===== config.mk =====
export PLATFORM = sky130hd
export DESIGN_NAME = contador_monitor
export DESIGN_NICKNAME = d
export VERILOG_FILES = /design/src/rtl/contador_monitor.sv
export SDC_FILE = /design/constraint.sdc
export NUM_CORES = 1
export LEC_CHECK = 0
export BUFFER_PORTS_ARGS = -buffer_cell sky130_fd_sc_hd__buf_2
export CAP_MARGIN = 30
export CORE_AREA = 2 2 58 60
export DETAILED_ROUTE_END_ITERATION = 16
export DIE_AREA = 0 0 60 62
export GPL_TIMING_DRIVEN = 0
export PLACE_DENSITY = 0.7
export SLEW_MARGIN = 20
export SYNTH_ARGS = -nofsm -noshare
export SYNTH_HDL_FRONTEND = slang
export SYNTH_SLANG_ARGS = --single-unit

===== constraint.sdc =====
create_clock -name clk -period 5.3 [get_ports clk]
set_clock_uncertainty 0.15 [all_clocks]
set_input_delay 0.795 -clock clk [delete_from_list [all_inputs] [get_ports clk]]
set_output_delay 0.795 -clock clk [all_outputs]
set_load 0.005 [all_outputs]

===== src/rtl/contador_monitor.sv =====
// rtl/contador_monitor.sv - passive transition checker for the 4-bit mode counter
// Optional HALT-on-first-mismatch behaviour is enabled by defining CONTADOR_MON_STOP_EN.
module contador_monitor #(
    parameter int ERR_CNT_W = 8
) (
    input  logic                 clk,
    input  logic                 reset,
    input  logic                 cnt_reset,
    input  logic [1:0]           mode,
    input  logic [3:0]           D,
    input  logic [3:0]           Q,
    input  logic                 rco,
    input  logic                 load,
    output logic                 armed,
    output logic [3:0]           exp_q,
    output logic                 err,
    output logic [2:0]           err_code,
    output logic [ERR_CNT_W-1:0] err_count
);

    typedef enum logic [1:0] {
        SYNC  = 2'd0,
`ifdef CONTADOR_MON_STOP_EN
        HALT  = 2'd2,
`endif
        ARMED = 2'd1
    } state_e;

    state_e                state_q, state_d;
    logic [3:0]            exp_val_q, exp_val_d;
    logic                  exp_rco_q, exp_rco_d;
    logic                  exp_load_q, exp_load_d;
    logic                  err_q, err_d;
    logic [2:0]            err_code_q, err_code_d;
    logic [ERR_CNT_W-1:0]  err_count_q, err_count_d;

    logic [3:0]            pred_q;
    logic                  pred_rco;
    logic                  pred_load;
    logic [2:0]            mis;

    // Next-cycle counter outputs predicted from the Q observed right now.
    always_comb begin
        pred_q    = 4'd0;
        pred_rco  = 1'b0;
        pred_load = 1'b0;
        if (!cnt_reset) begin
            case (mode)
                2'b00: begin
                    pred_q   = Q + 4'd1;
                    pred_rco = (Q == 4'hE);
                end
                2'b01: begin
                    pred_q   = Q - 4'd1;
                    pred_rco = (Q == 4'h1);
                end
                2'b10: begin
                    pred_q   = Q + 4'd3;
                    pred_rco = (Q == 4'hC);
                end
                default: begin
                    pred_q    = D;
                    pred_load = 1'b1;
                end
            endcase
        end
    end

    assign mis = {Q != exp_val_q, rco != exp_rco_q, load != exp_load_q};

    always_comb begin
        state_d     = state_q;
        exp_val_d   = exp_val_q;
        exp_rco_d   = exp_rco_q;
        exp_load_d  = exp_load_q;
        err_d       = 1'b0;
        err_code_d  = err_code_q;
        err_count_d = err_count_q;
        case (state_q)
            SYNC: begin
                if (cnt_reset || mode == 2'b11) begin
                    state_d    = ARMED;
                    exp_val_d  = pred_q;
                    exp_rco_d  = pred_rco;
                    exp_load_d = pred_load;
                end
            end
            ARMED: begin
                exp_val_d  = pred_q;
                exp_rco_d  = pred_rco;
                exp_load_d = pred_load;
                if (|mis) begin
                    err_d      = 1'b1;
                    err_code_d = mis;
                    if (err_count_q != '1) begin
                        err_count_d = err_count_q + ERR_CNT_W'(1);
                    end
`ifdef CONTADOR_MON_STOP_EN
                    // Freeze the prediction that failed so it can be inspected.
                    state_d    = HALT;
                    exp_val_d  = exp_val_q;
                    exp_rco_d  = exp_rco_q;
                    exp_load_d = exp_load_q;
`endif
                end
            end
`ifdef CONTADOR_MON_STOP_EN
            HALT: begin
                state_d = HALT;
            end
`endif
            default: begin
                state_d = SYNC;
            end
        endcase
    end

    always_ff @(posedge clk or negedge reset) begin
        if (!reset) begin
            state_q     <= SYNC;
            exp_val_q   <= 4'd0;
            exp_rco_q   <= 1'b0;
            exp_load_q  <= 1'b0;
            err_q       <= 1'b0;
            err_code_q  <= 3'd0;
            err_count_q <= '0;
        end else begin
            state_q     <= state_d;
            exp_val_q   <= exp_val_d;
            exp_rco_q   <= exp_rco_d;
            exp_load_q  <= exp_load_d;
            err_q       <= err_d;
            err_code_q  <= err_code_d;
            err_count_q <= err_count_d;
        end
    end

    assign armed     = (state_q == ARMED);
    assign exp_q     = exp_val_q;
    assign err       = err_q;
    assign err_code  = err_code_q;
    assign err_count = err_count_q;

endmodule


==> impl_metrics.ini <==
[run_status]
status = complete, no violations

[timing]
fin_hold_ws_ns = 0.270
worst_pin_slew_ns = 0.479
finalSetupViolations = 0
period_needed_ns = 2.10
hold_violations = 0
tns_ns = 0
relSlewSlack_pct = 68.1
slew_viol_final = 0
max_clock_freq_mhz = 477
grt_setup_unrepaired = no
fin_crit_sh_pct = 39.6

[clock_network]
insertion_delay_ns = 0.29
clk_pin_slew_ns = 0.10
cts_sinks = 19
cts_resized = 0
tritoncts = built
cts_buffers = 3
clockBufferDepth = 2
ctsHoldBuffers = 0
cts_setup_buffers = 0
clock_tree.root_cell = clkbuf_4
htree_levels = 1

[drt]
first_pass_iters = 4
drtAntennaViolNets = 0
drt_iter0_drc = 32
wl_per_cell_um = 11.8
drcViolationCount = 0
vias = 949
wl_um = 2290
avgViaCountPerCell = 4.89

[synth]
synth_nets = 136
synth_edf_count = 0
yosysTopAreaCellShare_pct = 40.2
async_flop_share_pct = 100
syn_inst = 116
yosysUniqueCellTypes = 37
syn_area_mm2 = 0.00118
yosysSeqAreaShare_pct = 40.2
yosysWarnings = 0
yosys_register_bits = 19
yosys.area.top_type = dfrtp_1
synth.avg_cell_area_um2 = 10.2
ys.flop_type = dfrtp_1
synthTopCellsByArea = dfrtp_1, xor2_1, ha_1

[worst_setup_path]
worstSetupPathType = in -> reg
critPathMaxStageDelay_ns = 0.30
path_max_fanout = 10
endpoint_kind = flop
critPathLaunchType = input port
cpMaxStageDelayCell = o31ai_4
cp_cell_sequence = buf_2, xnor2_1, nand4_2, o31ai_4, buf_6, nor2_2, mux2_4
crit_arrival_ns = 2.13
cp.required_ns = 5.34

[layout]
fillCellCount = 321
drive_gt1_share_pct = 29.1
layout-area-overhead-vs-synth_pct = 18.9
n_antenna_cell = 0
postLayoutCellArea_mm2 = 0.00141
layout.nets = 169

[global_route]
grt_busiest_layer = met2
antenna_found_initial = 0
grt_use_met3_pct = 3.52
first_global_vias = 876
grt_use_total_pct = 13.7
use_met2_pct = 22.2
grt_max_degree = 20
grt_pass1_wl_um = 3860
grt-ovfl-total = 0
grt_util_met1_pct = 17.1

[placement]
gp_congestion = 0.829
hpwl_um = 1780
placed_cell_area_mm2 = 0.00138
port_buffers = 28

[pwr]
leakage_nw = 0.640
ir_drop_v = 0.0000712
pwr_density_cell_mw_per_mm2 = 313

[die]
io_pins = 32
core_mm2 = 0.00318
dieArea_mm2 = 0.00372
initial_core_util_pct = 37.2
die_h_um = 62
fp-row-count = 21
die_w_um = 60

[flow_run]
cap_violations = 0

[worst_hold_path]
hold_class = in -> async
## synth_stat cells (2+ instances only)
cell,number
o21ai_0,3
nand3_1,3
mux2i_1,2
inv_1,3
nand4b_1,2
nor3_1,3
a22o_1,2
nor2b_1,3
clkbuf_1,2
ha_1,5
nand2b_1,4
nand2_1,12
buf_6,4
xor2_1,8
nor4_1,3
dfrtp_1,19
a211oi_1,2
nor2_1,6
a21oi_1,7
xnor2_1,6
## registers in the layout, summed over array words and instances, names as in the netlist
register,count
err_code,3
exp_load_q,1
state_q,1
err_count,8
exp_q,4
exp_rco_q,1
err,1
## power breakdown
group	switching, mW	total, mW	internal (mW)
registers	0.0407	0.221	0.180
logic	0.0678	0.149	0.0817
clock network	0.0409	0.0701	0.0292
total	0.149	0.440	0.291
## final timing paths
| path | startpoint | to | slack (ns) | depth (start not counted) |
|---|---|---|---|---|
| worst max-delay path | Q[0] | err_count[1] | 3.20 | 7 |
| worst min-delay path | reset | err | 0.27 | 1 |
| worst max register to register | exp_q[3] | err_count[1] | 3.44 | 6 |
| worst min register to register | err_code[2] | err_code[2] | 0.34 | 2 |
| max in group asynchronous | reset | exp_q[0] | 4.43 | 1 |
| min in group clk | err_code[2] | err_code[2] | 0.34 | 2 |
## layout by cell type (no fill, tap or decap), types with 3 or more instances in the layout
cell and instances:
clkbuf_4 4, nand2b_1 4, ha_1 5, a21oi_1 7, nor2b_1 3, nand3_1 3
nor3_1 3, nand2_1 12, nor4_1 3, o21ai_0 3, inv_1 3, xnor2_1 6
buf_6 4, nor2_1 6, xor2_1 8, clkbuf_1 3, dfrtp_1 19, buf_2 28
## stage by stage
step / cells / setup slack (ns) / power, mW / util, %
after CTS: 194 / 3.21 / 0.447 / 44.2
after global placement: 190 / 2.90 / 0.365 / 43.4
after floorplan: 116 / 3.04 / 0.310 / -
after global routing: 194 / 3.15 / 0.476 / 44.2
after detailed placement: 190 / 2.89 / 0.374 / 43.4
final: 194 / 3.20 / 0.440 / 44.2
## critical path, delay by kind of cell
family / cells / cell delay, ns
compound gates: 1 / 0.30
xor+xnor: 1 / 0.20
buf+inv: 2 / 0.33
mux: 1 / 0.29
simple gates: 2 / 0.21
## metal layers
metal,vias to the layer above,routed length (µm)
met5,-,0
met4,0,8
met3,2,135
met2,27,1140
met1,450,997
li1,470,-
## layout make-up
cell class | instances | area [µm²] | area share, %
tap | 46 | 57.6 | 4.09
buffer | 7 | 60.1 | 4.27
multi-input combinational | 87 | 636 | 45.2
clock buffer | 4 | 26.3 | 1.87
timing repair buffer | 28 | 140 | 9.96
sequential | 19 | 475 | 33.8
inverter | 3 | 11.3 | 0.801
## cell families (layout without fill, tap and decap cells)
family                     after synthesis  after routing  synth area share, %
and+or+nand+nor                         44             44                 21.6
AOI/OAI and AO/OA                       19             19                 11.2
DFF                                     19             19                 40.2
xor gates and xnor gates                15             15                 11.7
buffers and inverters                   10             42                 6.03
adders and majority gates                5              5                 5.29
muxes                                    4              4                 3.91
Power figures use the tool's default switching activity.
